===== src/rtl/jtkicker_rom_serve.sv =====
// Game ROM responder: three read-only slots with one-entry caches, refilled by 2-word SDRAM bursts.
// Hit -> ok/dout registered one cycle later; misses arbitrated slot2 > slot0 > slot1, one burst in flight.
module jtkicker_rom_serve #(
  parameter int          SLOT0_AW     = 14,
  parameter logic [21:0] SLOT0_OFFSET = 22'd0,
  parameter int          SLOT1_AW     = 14,
  parameter logic [21:0] SLOT1_OFFSET = 22'd0,
  parameter int          SLOT2_AW     = 16,
  parameter logic [21:0] SLOT2_OFFSET = 22'd0
) (
  input  logic                clk,
  input  logic                rst,
  input  logic                downloading,
  input  logic                slot0_cs,
  input  logic                slot1_cs,
  input  logic                slot2_cs,
  input  logic [SLOT0_AW-1:0] slot0_addr,
  input  logic [SLOT1_AW-1:0] slot1_addr,
  input  logic [SLOT2_AW-1:0] slot2_addr,
  output logic                slot0_ok,
  output logic                slot1_ok,
  output logic                slot2_ok,
  output logic [31:0]         slot0_dout,
  output logic [31:0]         slot1_dout,
  output logic [7:0]          slot2_dout,
  output logic                sdram_req,
  output logic [21:0]         sdram_addr,
  input  logic                sdram_ack,
  input  logic                data_dst,
  input  logic                data_rdy,
  input  logic [15:0]         data_read
);
  localparam int T0W = SLOT0_AW - 1;
  localparam int T1W = SLOT1_AW - 1;
  localparam int T2W = SLOT2_AW - 2;

  typedef enum logic [1:0] {IDLE, REQ, WAIT} state_t;
  state_t st;

  logic [T0W-1:0] ctag0, tag0, ltag0;
  logic [T1W-1:0] ctag1, tag1, ltag1;
  logic [T2W-1:0] ctag2, tag2, ltag2;
  logic [31:0]    data0, data1, data2;
  logic           vld0, vld1, vld2;
  logic           hit0, hit1, hit2, miss0, miss1, miss2;
  logic [21:0]    addr0, addr1, addr2;
  logic [1:0]     sel, cnt;
  logic [15:0]    word0, word1, fill_w0, fill_w1;
  logic           discard;
  logic [7:0]     byte2;

  assign ctag0 = slot0_addr[SLOT0_AW-1:1];
  assign ctag1 = slot1_addr[SLOT1_AW-1:1];
  assign ctag2 = slot2_addr[SLOT2_AW-1:2];

  assign hit0  = slot0_cs & vld0 & (tag0 == ctag0);
  assign hit1  = slot1_cs & vld1 & (tag1 == ctag1);
  assign hit2  = slot2_cs & vld2 & (tag2 == ctag2);
  assign miss0 = slot0_cs & ~hit0;
  assign miss1 = slot1_cs & ~hit1;
  assign miss2 = slot2_cs & ~hit2;

  // 22-bit sums wrap: carry out of the offset addition is dropped
  assign addr0 = SLOT0_OFFSET + 22'({ctag0, 1'b0});
  assign addr1 = SLOT1_OFFSET + 22'({ctag1, 1'b0});
  assign addr2 = SLOT2_OFFSET + 22'({ctag2, 1'b0});

  // A strobe landing together with data_rdy still makes it into the fill
  assign fill_w0 = (data_dst && cnt == 2'd0) ? data_read : word0;
  assign fill_w1 = (data_dst && cnt == 2'd1) ? data_read : word1;

  always_comb begin
    byte2 = data2[7:0];
    case (slot2_addr[1:0])
      2'd0: byte2 = data2[7:0];
      2'd1: byte2 = data2[15:8];
      2'd2: byte2 = data2[23:16];
      2'd3: byte2 = data2[31:24];
      default: byte2 = data2[7:0];
    endcase
  end

  always_ff @(posedge clk) begin
    if (rst) begin
      st         <= IDLE;
      sdram_req  <= 1'b0;
      sdram_addr <= 22'd0;
      sel        <= 2'd0;
      cnt        <= 2'd0;
      discard    <= 1'b0;
      vld0       <= 1'b0;
      vld1       <= 1'b0;
      vld2       <= 1'b0;
      slot0_ok   <= 1'b0;
      slot1_ok   <= 1'b0;
      slot2_ok   <= 1'b0;
      slot0_dout <= 32'd0;
      slot1_dout <= 32'd0;
      slot2_dout <= 8'd0;
    end else begin
      slot0_ok <= hit0 & ~downloading;
      slot1_ok <= hit1 & ~downloading;
      slot2_ok <= hit2 & ~downloading;
      if (hit0) slot0_dout <= data0;
      if (hit1) slot1_dout <= data1;
      if (hit2) slot2_dout <= byte2;

      case (st)
        IDLE: begin
          if (!downloading && (miss0 || miss1 || miss2)) begin
            sdram_req <= 1'b1;
            discard   <= 1'b0;
            ltag0     <= ctag0;
            ltag1     <= ctag1;
            ltag2     <= ctag2;
            st        <= REQ;
            if (miss2) begin
              sel        <= 2'd2;
              sdram_addr <= addr2;
            end else if (miss0) begin
              sel        <= 2'd0;
              sdram_addr <= addr0;
            end else begin
              sel        <= 2'd1;
              sdram_addr <= addr1;
            end
          end
        end
        REQ: begin
          if (downloading) discard <= 1'b1;
          if (sdram_ack) begin
            sdram_req <= 1'b0;
            cnt       <= 2'd0;
            st        <= WAIT;
          end
        end
        WAIT: begin
          if (downloading) discard <= 1'b1;
          if (data_dst && cnt != 2'd2) begin
            cnt <= cnt + 2'd1;
            if (cnt == 2'd0) word0 <= data_read;
            else             word1 <= data_read;
          end
          if (data_rdy) begin
            st <= IDLE;
            // Data fetched across a ROM download is stale: never cache it
            if (!discard && !downloading) begin
              case (sel)
                2'd0: begin vld0 <= 1'b1; tag0 <= ltag0; data0 <= {fill_w1, fill_w0}; end
                2'd1: begin vld1 <= 1'b1; tag1 <= ltag1; data1 <= {fill_w1, fill_w0}; end
                default: begin vld2 <= 1'b1; tag2 <= ltag2; data2 <= {fill_w1, fill_w0}; end
              endcase
            end
          end
        end
        default: st <= IDLE;
      endcase

      if (downloading) begin
        vld0 <= 1'b0;
        vld1 <= 1'b0;
        vld2 <= 1'b0;
      end
    end
  end
endmodule


===== config.mk =====
export PLATFORM = sky130hd
export DESIGN_NAME = jtkicker_rom_serve
export DESIGN_NICKNAME = d
export VERILOG_FILES = /design/src/rtl/jtkicker_rom_serve.sv
export SDC_FILE = /design/constraint.sdc
export NUM_CORES = 1
export LEC_CHECK = 0
export ABC_CLOCK_PERIOD_IN_PS = 7200
export CAP_MARGIN = 40
export CORE_MARGIN = 2
export CORE_UTILIZATION = 35
export CTS_CLUSTER_SIZE = 40
export DETAILED_ROUTE_END_ITERATION = 10
export PLACE_DENSITY_LB_ADDON = 0.1
export RECOVER_POWER = 100
export SYNTH_ARGS = -nofsm -noshare
export SYNTH_HDL_FRONTEND = slang
export SYNTH_SLANG_ARGS = --single-unit

===== constraint.sdc =====
create_clock -name clk -period 7.2 [get_ports clk]
set_input_delay 1.08 -clock clk [delete_from_list [all_inputs] [get_ports clk]]
set_output_delay 1.08 -clock clk [all_outputs]
set_load 0.005 [all_outputs]

Yosys cells after proc, flatten, opt, wreduce, memory -nomap -nowiden
Cells that the tools add are included.
{ "word_totals": {"ff_bits": 316, "elab_cells": 115} }
{ "op_classes": {"addsub": 1, "eq_ne": 16, "n_mux": 20, "n_bitwise": 19, "reduce_logical": 33} }
{ "ops": {"columns": ["operator", "n"], "rows": [
  ["$mux 16", 2],
  ["$pmux 8 s4", 1],
  ["$eq 13x13->1", 2],
  ["$reduce_and 4->1", 5],
  ["$mux 15", 1],
  ["$reduce_and 3->1", 5],
  ["$reduce_and 5->1", 3],
  ["$eq 14x14->1", 1],
  ["$mux 14", 1],
  ["$and 1x1->1", 12],
  ["$mux 2", 6],
  ["$ne 2x2->1 const B", 5],
  ["$eq 2x1->1 const B", 4],
  ["$logic_not 2->1", 4],
  ["$not 1->1", 7],
  ["$eq 2x2->1 const B", 3],
  ["$pmux 2 s3", 1],
  ["$reduce_bool 2->1", 3],
  ["$reduce_or 2->1", 3],
  ["$logic_and 1x1->1", 5],
  ["$mux 1", 5],
  ["$pmux 1 s2", 2],
  ["$pmux 2 s2", 1],
  ["$add 2x1->2 const B", 1],
  ["4 further kinds", 6]
]} }

Longest topological paths before layout
Gate-level depths: netlist (run 1).
{ "depth": {"depth_word": 9, "depth_mapped": 9} }

Least setup slack after synthesis (run 1)
No wires, ideal clock.
{ "synth_path": {"path_type": "in2reg", "startpoint": "in downloading", "endpoint": "reg data2[0], enable pin", "setup_ns": 0.564, "arrival_time_ns": 5.770, "t_required_ns": 6.636, "setup_slack_ns": 0.866, "stages": 3, "cell_sequence": "inv_1 > nand2_1 > nor4_1"} }
{ "synth_via": {"elab_chain_len": 3} }
{ "synth_lines": {"columns": ["element", "line_no", "rtl"], "rows": [
  ["start: declaration", "13", "input logic downloading,"],
  ["$logic_not 1->1", "147", "if (!discard && !downloading) begin"],
  ["$logic_and 1x1->1", "147", null],
  ["$reduce_and 5->1 (no line)", null, null],
  ["end signal: assignment", "151", "default: begin vld2 <= 1'b1; tag2 <= ltag2; data2 <= {fill_w1, fill_w0}; end"],
  ["end: declaration", "43", "logic [31:0] data0, data1, data2;"]
]} }
Every way passes these cells.
A chain may end at the register's enable or synchronous reset.

Worst setup path after layout (run 1)
{ "layout_path": {"startpoint": "in slot1_addr[3]", "endpoint": "reg ltag0[6], enable pin"} }
{ "layout_via": {"elab_chain_len": 8} }
{ "layout_lines": {"columns": ["element", "line_no", "rtl"], "rows": [
  ["start: declaration", "18", "input logic [SLOT1_AW-1:0] slot1_addr,"],
  ["$eq 13x13->1", "57", "assign hit1 = slot1_cs & vld1 & (tag1 == ctag1);"],
  ["$and 1x1->1", "57", null],
  ["$not 1->1", "60", "assign miss1 = slot1_cs & ~hit1;"],
  ["$and 1x1->1", "60", null],
  ["$logic_or 1x1->1 (2 in a row)", "110", "if (!downloading && (miss0 || miss1 || miss2)) begin"],
  ["$logic_and 1x1->1", "110", null],
  ["$reduce_and 3->1 (no line)", null, null],
  ["end signal: assignment", "113", "ltag0 <= ctag0;"],
  ["end: declaration", "40", "logic [T0W-1:0] ctag0, tag0, ltag0;"]
]} }
Every way passes these cells.

==> impl_metrics.env, run 1 <==
export IMPL_hold_start="ltag2[1]"
export IMPL_path_cells="dlygate4sd3_1 -> xnor2_1 -> and4_1 -> and4_2 -> buf_4 -> o32a_1 -> a21o_1 -> nor2_1 -> buf_4"
export IMPL_synth_cell_types=48
export IMPL_irDropWorstVdd_v=0.0001388
export IMPL_synth_compound_area_frac=0.05580
export IMPL_violations="max-capacitance violations, max-slew violations"
export IMPL_cts_hold_buf=0
export IMPL_grt_pass1_vias=7216
export IMPL_rsz0062_at_grt="false"
export IMPL_crit_buf_inv=3
export IMPL_fin_total_pwr_mw=4.101
export IMPL_synthCells=822
export IMPL_slowest_stage="nor2_1"
export IMPL_p_leak_nw=5.233
export IMPL_layoutNonFillerInstCount=1464
export IMPL_ys_seq_area_frac=0.7115
export IMPL_cts_num_sinks=308
export IMPL_finalWorstSetupSlack_ns=2.218
export IMPL_drt_iter0_drc=335
export IMPL_synth_area_leaders="edfxtp_1, dfxtp_1, mux2i_1"
export IMPL_synth_edf_count=208
export IMPL_core_um2=32540
export IMPL_yosysMostFrequentCell="edfxtp_1"
export IMPL_grt_overflow_total=0
export IMPL_slew_headroom=-0.9953
export IMPL_min_period_over_period=0.6920
export IMPL_cts_buffers=35
export IMPL_num_rows=66
export IMPL_grt_total_usage=0.1709
export IMPL_powerDensity_nw_per_um2=277.7
export IMPL_synth_warnings=0
export IMPL_wl_um=29110
export IMPL_cts_tree="built"
export IMPL_ant_nets=0
export IMPL_clock_latency_ns=0.53
export IMPL_htreeDepth=2
export IMPL_port_buffers=156
export IMPL_tightest_slew_ns=2.993
export IMPL_muxShareOfSynthArea=0.08732
export IMPL_synthXorXnorAreaFrac=0.03022
export IMPL_area_delta_synth_final_pct=27.38
export IMPL_drc_errors=0
export IMPL_tns_ns=0
export IMPL_crit_type="in2reg"
export IMPL_crit_path_frequent_cell="buf_4"
export IMPL_yosys_area_share_simple=0.08570
export IMPL_hpwl_um=19120
export IMPL_pre_cts_slack_ns=2.694
export IMPL_grt_pass1_wl_um=43840
export IMPL_grt_antenna_before_repair=4
export IMPL_synth_top_family_by_area="multiplexers"
export IMPL_ctsResizeCount=0
export IMPL_start_util=0.3563
export IMPL_fin_nets=1068
export IMPL_grt_max_degree=61
export IMPL_crit_arrival_ns=5.16
export IMPL_vias_per_cell=4.826
export IMPL_timing_rr_end="ltag0[6]"
export IMPL_dr_pass1_iters=4
export IMPL_die_h_um=186.0
export IMPL_hold_path_class="reg2reg"
export IMPL_finalMaxSlewViolations=167
export IMPL_reg2reg_setup_slack_ns=3.06
export IMPL_cp_end_kind="flop"
export IMPL_whs_endpoint="tag2[1]"
export IMPL_cp_required_ns=7.38
export IMPL_setup_viol=0
export IMPL_finalHoldViolCount=0
export IMPL_synthArstFlopShare=0
export IMPL_clkTransAtPathRegs_ns=0.06
export IMPL_io_pins=167
export IMPL_postCtsSetupRepairBufs=0
export IMPL_critical_path_top_delay_family="simple AND/OR/NAND/NOR gates"
export IMPL_whs_ns=0.4116
export IMPL_dp_cells=1398
export IMPL_rr_worst_depth=8
export IMPL_maxCapViolations=4
export IMPL_syn_area_um2=11590
export IMPL_layout_drive_gt1_share=0.06765
export IMPL_avgSynthCellArea_um2=14.10
export IMPL_start_kind="primary input"
export IMPL_dieArea_um2=34590
export IMPL_reg2reg_from="tag1[11]"
export IMPL_cts_buffer_depth=3
export IMPL_synth_ff_type="edfxtp_1"
export IMPL_synth_adder_area_share=0.006476
export IMPL_min_path_cells=0
export IMPL_fmax_mhz=200.7
export IMPL_vias=7065
export IMPL_netlist_area_leader_share=0.5388
export IMPL_worstPathMaxFanout=35
export IMPL_synth_common_cells="edfxtp_1, nand2_1, dfxtp_1"
export IMPL_ys_seq_elements=308
export IMPL_status="finished with violations"
export IMPL_cts_root_buf="clkbuf_16"
export IMPL_period_minus_slack_ns=4.982
export IMPL_die_width_um=186.0
export IMPL_clock_skew_ns=0.01847
export IMPL_yosysTopAreaCell="edfxtp_1"
export IMPL_cp_slowest_stage_delay_ns=1.11
export IMPL_place_gp_congestion=0.8346
export IMPL_wl_per_cell_um=19.88
-- stage by stage --
step / area, um2 / utilization
3_3_place_gp: 13640 / 0.4192
4_1_cts: 14850 / 0.4565
5_1_grt: 14760 / 0.4537
2_1_floorplan: 11620 / -
3_5_place_dp: 13700 / 0.4210
6_report: 14770 / 0.4539
-- state kept, by name (all words and copies together) (netlist names), 14 cells and up --
register,count
slot1_dout,32
tag2,14
data0,32
slot0_dout,32
word1,16
data2,32
ltag2,14
word0,16
data1,32
sdram_addr,14
-- cells in the final DEF (no fill, tap or decap), drive strengths merged, types with 13 or more instances in the layout --
cell type	count
nor2	56
mux2	33
xnor2	13
inv	15
nand2	116
xor2	27
dlygate4sd3	148
a21oi	46
mux2i	46
nor4	14
edfxtp	208
dfxtp	100
clkbuf	60
-- cell families (layout without fill, tap and decap cells) --
logic type               Yosys count  after routing
flip-flops                       308            308
AND/OR/NAND/NOR                  223            223
AO/OA/AOI/OAI                    100            100
multiplexers                      87             87
buffers and inverters             57            248
XOR/XNOR                          40             40
adder cells (fa/ha/maj)            6              6
other                              1             10
-- worst max-delay path by stage --
stage                       start        to  slack, ns  depth (start not counted)
CTS                 slot1_addr[3]  ltag1[4]       3.23                          9
detailed placement  slot1_addr[3]  ltag0[3]       2.69                          9
global route        slot1_addr[8]  ltag0[6]       1.90                          9
finish              slot1_addr[3]  ltag0[6]       2.22                          9
global placement    slot2_addr[5]  ltag0[4]       2.37                          8
floorplan             downloading  data2[0]       0.87                          3
-- area by class of cell --
type / instances / area (um2)
clock buffer: 51 / 1007
multi-input combinational: 464 / 3090
antenna: 2 / 5.005
timing repair buffer: 171 / 1665
fill: 3049 / 17770
sequential: 308 / 8248
clock inverter: 13 / 148.9
inverter: 13 / 48.80
tap: 442 / 553.0
-- power breakdown --
group | internal, mW | switching (mW) | total, mW
Clock | 1.06 | 0.722 | 1.78
Sequential | 1.97 | 0.0262 | 2.00
Combinational | 0.130 | 0.194 | 0.324
Total | 3.16 | 0.942 | 4.10
-- routing by layer --
| metal | vias to the layer above | global-route usage | wire length, um |
|---|---|---|---|
| met2 | 185 | 0.2809 | 13640 |
| li1 | 3349 | - | - |
| met4 | 4 | 0.05071 | 652 |
| met1 | 3482 | 0.2296 | 13370 |
| met3 | 45 | 0.03287 | 1422 |
| met5 | - | 0 | 24 |
Note: power is estimated with default switching activity, not from simulation.
==> inputs of run 2 (changes only) <==
--- a/config.mk
+++ b/config.mk
@@ -5,7 +5,7 @@
 export SDC_FILE = /design/constraint.sdc
 export NUM_CORES = 1
 export LEC_CHECK = 0
-export ABC_CLOCK_PERIOD_IN_PS = 7200
+export ABC_CLOCK_PERIOD_IN_PS = 5120
 export CAP_MARGIN = 40
 export CORE_MARGIN = 2
 export CORE_UTILIZATION = 35
==> constraint.sdc (replaced) <==
create_clock -name clk -period 5.12 [get_ports clk]
set_input_delay 0.768 -clock clk [delete_from_list [all_inputs] [get_ports clk]]
set_output_delay 0.768 -clock clk [all_outputs]
set_load 0.005 [all_outputs]
==> impl_metrics.env, run 2 (synthesis gave the netlist of run 1 again) <==
export IMPL_status="finished with violations"
export IMPL_violations="max-capacitance violations, max-slew violations"
export IMPL_slew_headroom=-0.5087
export IMPL_multi_input_comb_area_um2=3100
export IMPL_rsz0062_at_grt="false"
export IMPL_seqPwrFrac=0.484
export IMPL_tns_ns=0
export IMPL_powerDensity_nw_per_um2=392.2
export IMPL_fin_total_pwr_mw=5.805
export IMPL_drc_errors=0
export IMPL_port_buffers=156
export IMPL_p_sw_mw=1.277
export IMPL_hpwl_um=19780
export IMPL_cts_root_buf="clkbuf_16"
export IMPL_place_gp_congestion=0.7838
export IMPL_core_um2=32540
export IMPL_reg2reg_from="tag2[3]"
export IMPL_grt_pass1_wl_um=43890
export IMPL_final_cell_mix="edfxtp_1, dlygate4sd3_1, nand2_1, dfxtp_1, nor2_1"
export IMPL_worstPathMaxFanout=34
export IMPL_intPower_mw=4.529
export IMPL_die_width_um=186.0
export IMPL_fmax_mhz=251.1
export IMPL_clock_latency_ns=0.52
export IMPL_fin_nets=1071
export IMPL_rr_worst_depth=8
export IMPL_vias=7074
export IMPL_ctsResizeCount=0
export IMPL_hold_path_class="reg2reg"
export IMPL_dieArea_um2=34590
export IMPL_tightest_slew_ns=2.263
export IMPL_switching_share=0.2199
export IMPL_path_cells="dlygate4sd3_1 -> xor2_1 -> nor4b_1 -> nand4_1 -> buf_4 -> nand3_1 -> a21o_1 -> nor2_1 -> buf_4"
export IMPL_wl_um=29150
export IMPL_cts_hold_buf=0
export IMPL_ant_nets=0
export IMPL_grt_max_degree=65
export IMPL_p_comb_frac=0.080
export IMPL_vias_per_cell=4.832
export IMPL_postCtsSetupRepairBufs=0
export IMPL_crit_arrival_ns=4.13
export IMPL_cts_buffers=35
export IMPL_power_frac_clock=0.437
export IMPL_crit_path_frequent_cell="buf_4"
export IMPL_die_h_um=186.0
export IMPL_irDropWorstVdd_v=0.0001924
export IMPL_htreeDepth=2
export IMPL_maxCapViolations=1
export IMPL_cp_end_kind="flop"
export IMPL_p_leak_nw=5.255
export IMPL_cts_buffer_depth=3
export IMPL_diodes=0
export IMPL_dr_pass1_iters=4
export IMPL_whs_ns=0.4147
export IMPL_grt_antenna_before_repair=0
export IMPL_fillers=3024
export IMPL_reg2reg_setup_slack_ns=1.72
export IMPL_area_delta_synth_final_pct=27.68
export IMPL_worstSetupStartpoint="slot2_addr[2]"
export IMPL_finalMaxSlewViolations=33
export IMPL_start_kind="primary input"
export IMPL_setup_viol=0
export IMPL_clkTransAtPathRegs_ns=0.06
export IMPL_start_util=0.3563
export IMPL_grt_total_usage=0.1716
export IMPL_slowest_stage="dlygate4sd3_1"
export IMPL_final_common_cell="edfxtp_1"
export IMPL_finalHoldViolCount=0
export IMPL_cp_slowest_stage_delay_ns=0.70
export IMPL_timing_rr_end="ltag0[8]"
export IMPL_cp_required_ns=5.27
export IMPL_period_minus_slack_ns=3.982
export IMPL_grt_pass1_vias=7253
export IMPL_wl_per_cell_um=19.91
export IMPL_min_period_over_period=0.7777
export IMPL_cts_num_sinks=308
export IMPL_num_rows=66
export IMPL_drt_iter0_drc=360
export IMPL_clock_skew_ns=0.01865
export IMPL_cts_tree="built"
export IMPL_crit_type="in2reg"
export IMPL_seq_area_um2=8248
export IMPL_layout_drive_gt1_share=0.07045
export IMPL_crit_end="ltag0[8]"
export IMPL_io_pins=167
export IMPL_grt_overflow_total=0
run 2: final cells by class:
| class | count | share of cell area |
|---|---|---|
| sequential | 308 | 0.5572 |
| tap | 442 | 0.03736 |
| multi-input combinational | 464 | 0.2095 |
| clock buffer | 46 | 0.06467 |
| clock inverter | 17 | 0.01488 |
| inverter | 13 | 0.003297 |
| timing repair buffer | 174 | 0.1131 |
run 2: worst min path at each step:
stage	startpoint	endpoint	cells after the start
4_1_cts	ltag0[4]	tag0[4]	0
2_1_floorplan	ltag0[0]	tag0[0]	0
3_5_place_dp	ltag0[9]	tag0[9]	0
3_3_place_gp	ltag1[10]	tag1[10]	0
6_report	ltag1[1]	tag1[1]	0
5_1_grt	ltag2[13]	tag2[13]	0
run 2: power by group through the flow:
stage | logic (mW) | clock network (mW) | registers (mW)
6_report | 0.463 | 2.54 | 2.81
3_5_place_dp | 0.502 | 0 | 2.86
3_3_place_gp | 0.495 | 0 | 2.86
4_1_cts | 0.504 | 2.61 | 2.81
5_1_grt | 0.509 | 2.72 | 2.82
2_1_floorplan | 0.270 | 0 | 2.86
run 2: per-layer routing:
metal | share of wire | wire, um | vias up | GRT usage
met1 | 0.44 | 12950 | 3517 | 0.2314
li1 | - | - | 3346 | -
met2 | 0.48 | 14040 | 167 | 0.2800
met4 | 0.026 | 752 | 0 | 0.05701
met5 | 0 | 0 | - | 0
met3 | 0.048 | 1406 | 44 | 0.03072
run 2: worst max-delay path: cells and delay by family:
| family | cells | cell delay (ns) |
|---|---|---|
| AO/OA/AOI/OAI | 1 | 0.51 |
| XOR/XNOR | 1 | 0.31 |
| buffers and inverters | 3 | 1.48 |
| AND/OR/NAND/NOR | 4 | 1.02 |
run 2: metrics by stage:
step	instances	worst slack, ns	util	area, um2
3_3_place_gp	1398	1.139	0.4202	13670
2_1_floorplan	829	0.3163	-	11620
4_1_cts	1464	1.634	0.4581	14910
3_5_place_dp	1401	1.115	0.4219	13730
5_1_grt	1464	0.9206	0.4549	14800
6_report	1464	1.138	0.4549	14800
==> inputs of run 3 (changes only) <==
--- a/config.mk
+++ b/config.mk
@@ -5,7 +5,7 @@
 export SDC_FILE = /design/constraint.sdc
 export NUM_CORES = 1
 export LEC_CHECK = 0
-export ABC_CLOCK_PERIOD_IN_PS = 5120
+export ABC_CLOCK_PERIOD_IN_PS = 4160
 export CAP_MARGIN = 40
 export CORE_MARGIN = 2
 export CORE_UTILIZATION = 35
==> constraint.sdc (replaced) <==
create_clock -name clk -period 4.16 [get_ports clk]
set_input_delay 0.624 -clock clk [delete_from_list [all_inputs] [get_ports clk]]
set_output_delay 0.624 -clock clk [all_outputs]
set_load 0.005 [all_outputs]
==> impl_metrics.env, run 3 (synthesis gave the netlist of run 1 again) <==
export IMPL_intPower_mw=5.434
export IMPL_p_leak_nw=5.242
export IMPL_vias_per_cell=4.842
export IMPL_postCtsSetupRepairBufs=0
export IMPL_start_kind="flop"
export IMPL_fin_util=0.4537
export IMPL_setup_viol=0
export IMPL_layout_drive_gt1_share=0.07136
export IMPL_die_width_um=186.0
export IMPL_rsz0062_at_grt="false"
export IMPL_p_comb_frac=0.082
export IMPL_cts_root_buf="clkbuf_16"
export IMPL_ant_nets=0
export IMPL_period_minus_slack_ns=3.241
export IMPL_crit_buf_inv=3
export IMPL_crit_type="reg2reg"
export IMPL_hold_path_class="reg2reg"
export IMPL_finalMaxSlewViolations=0
export IMPL_worstPathMaxFanout=32
export IMPL_grtUsageMet3=0.03874
export IMPL_tns_ns=0
export IMPL_clkTransAtPathRegs_ns=0.06
export IMPL_fin_nets=1071
export IMPL_wl_per_cell_um=20.24
export IMPL_power_frac_clock=0.427
export IMPL_wl_um=29650
export IMPL_cts_num_sinks=308
export IMPL_seqPwrFrac=0.491
export IMPL_min_period_over_period=0.7790
export IMPL_crit_arrival_ns=3.36
export IMPL_final_common_cell="edfxtp_1"
export IMPL_cts_hold_buf=0
export IMPL_grt_max_degree=50
export IMPL_fillers=3029
export IMPL_seq_area_um2=8248
export IMPL_fmax_mhz=308.6
export IMPL_slowest_stage="clkbuf_2"
export IMPL_tightest_slew_ns=1.318
export IMPL_grt_use_met1=0.2311
export IMPL_area_delta_synth_final_pct=27.35
export IMPL_grt_busiest_layer="met2"
export IMPL_finalHoldViolCount=0
export IMPL_status="completed"
export IMPL_cp_required_ns=4.28
export IMPL_cp_slowest_stage_delay_ns=0.90
export IMPL_htreeDepth=2
export IMPL_cp_end_kind="flop"
export IMPL_die_h_um=186.0
export IMPL_grt_total_usage=0.1722
export IMPL_grt_overflow_total=0
export IMPL_start_util=0.3563
export IMPL_drc_errors=0
export IMPL_slew_headroom=0.1212
export IMPL_p_sw_mw=1.606
export IMPL_grt_antenna_before_repair=3
export IMPL_grt_pass1_vias=7102
export IMPL_critical_path_top_delay_family="simple AND/OR/NAND/NOR gates"
export IMPL_path_cells="inv_1 -> ha_1 -> nand2_1 -> nor2_1 -> nand3_1 -> inv_1 -> and3_1 -> clkbuf_2"
export IMPL_final_cell_mix="edfxtp_1, dlygate4sd3_1, nand2_1, dfxtp_1, nor2_1"
export IMPL_diodes=0
export IMPL_cts_buffer_depth=3
export IMPL_io_pins=167
export IMPL_reg2reg_setup_slack_ns=0.92
export IMPL_clock_skew_ns=0.01961
export IMPL_cts_buffers=35
export IMPL_switching_share=0.2281
export IMPL_dr_pass1_iters=4
export IMPL_place_gp_congestion=0.8230
export IMPL_clock_latency_ns=0.52
export IMPL_vias=7093
export IMPL_port_buffers=156
export IMPL_hpwl_um=19610
export IMPL_multi_input_comb_area_um2=3100
export IMPL_dieArea_um2=34590
export IMPL_crit_path_frequent_cell="inv_1"
export IMPL_drt_iter0_drc=479
export IMPL_powerDensity_nw_per_um2=476.8
export IMPL_grt_pass1_wl_um=43830
export IMPL_num_rows=66
export IMPL_use_met2=0.2776
export IMPL_maxCapViolations=0
export IMPL_ctsResizeCount=0
export IMPL_cts_tree="built"
export IMPL_irDropWorstVdd_v=0.0002398
export IMPL_core_um2=32540
## run 3: changes by cell type in the layout (fill, tap and decap cells not counted), moves of 2 or more
cell / delta
clkbuf_2: +4
bufinv_16: -3
buf_4: -2
clkbuf_1: -2
clkinv_1: +2
clkinv_2: +2
inv_6: -2
## run 3: stage by stage
stage                     power [mW]  hold slack (ns)  cells  instance area (um2)  setup slack (ns)
after floorplan                3.847           0.4003    829                11630            0.1117
after global placement         4.131           0.4010   1398                13700            0.7976
after detailed placement       4.145           0.4045   1401                13770            0.7912
after CTS                      7.173           0.4170   1465                14900             1.312
after global routing           7.294           0.4228   1465                14760            0.6441
final                          7.039           0.4160   1465                14760            0.9192
## run 3: area by class of cell
| cell class | instances | area share |
|---|---|---|
| Sequential cell | 308 | 0.5587 |
| Multi-Input combinational cell | 464 | 0.2100 |
| Timing Repair Buffer | 174 | 0.1143 |
| Clock buffer | 48 | 0.06679 |
| Tap cell | 442 | 0.03746 |
| Clock inverter | 16 | 0.009408 |
| Inverter | 13 | 0.003305 |
## run 3: per-layer routing
metal  wire length, um  vias up
met5                33        -
met4               718        6
met3              1809       56
met2             13800      228
met1             13290     3446
li1                  -     3357
## run 3: worst register-to-register path: cells and delay by family, from the launching register on
kind / cells / cell delay (ns)
adder cells (fa/ha/maj): 1 / 0.27
buffers and inverters: 3 / 1.12
flip-flops: 1 / 0.31
AND/OR/NAND/NOR: 4 / 1.13
## run 3: path summary, 6_finish.rpt
path / to / from / depth (start not counted)
max: data1[4] / st[0] / 8
min: tag0[8] / ltag0[8] / 0
min reg2reg: tag0[8] / ltag0[8] / 0
max reg2reg: data1[4] / st[0] / 8
## run 3: power by group through the flow
stage / Combinational [mW] / Sequential (mW) / Clock (mW)
after floorplan: 0.332 / 3.51 / 0
after global placement: 0.613 / 3.52 / 0
after detailed placement: 0.623 / 3.52 / 0
after CTS: 0.626 / 3.46 / 3.09
after global routing: 0.630 / 3.47 / 3.20
final: 0.577 / 3.46 / 3.01
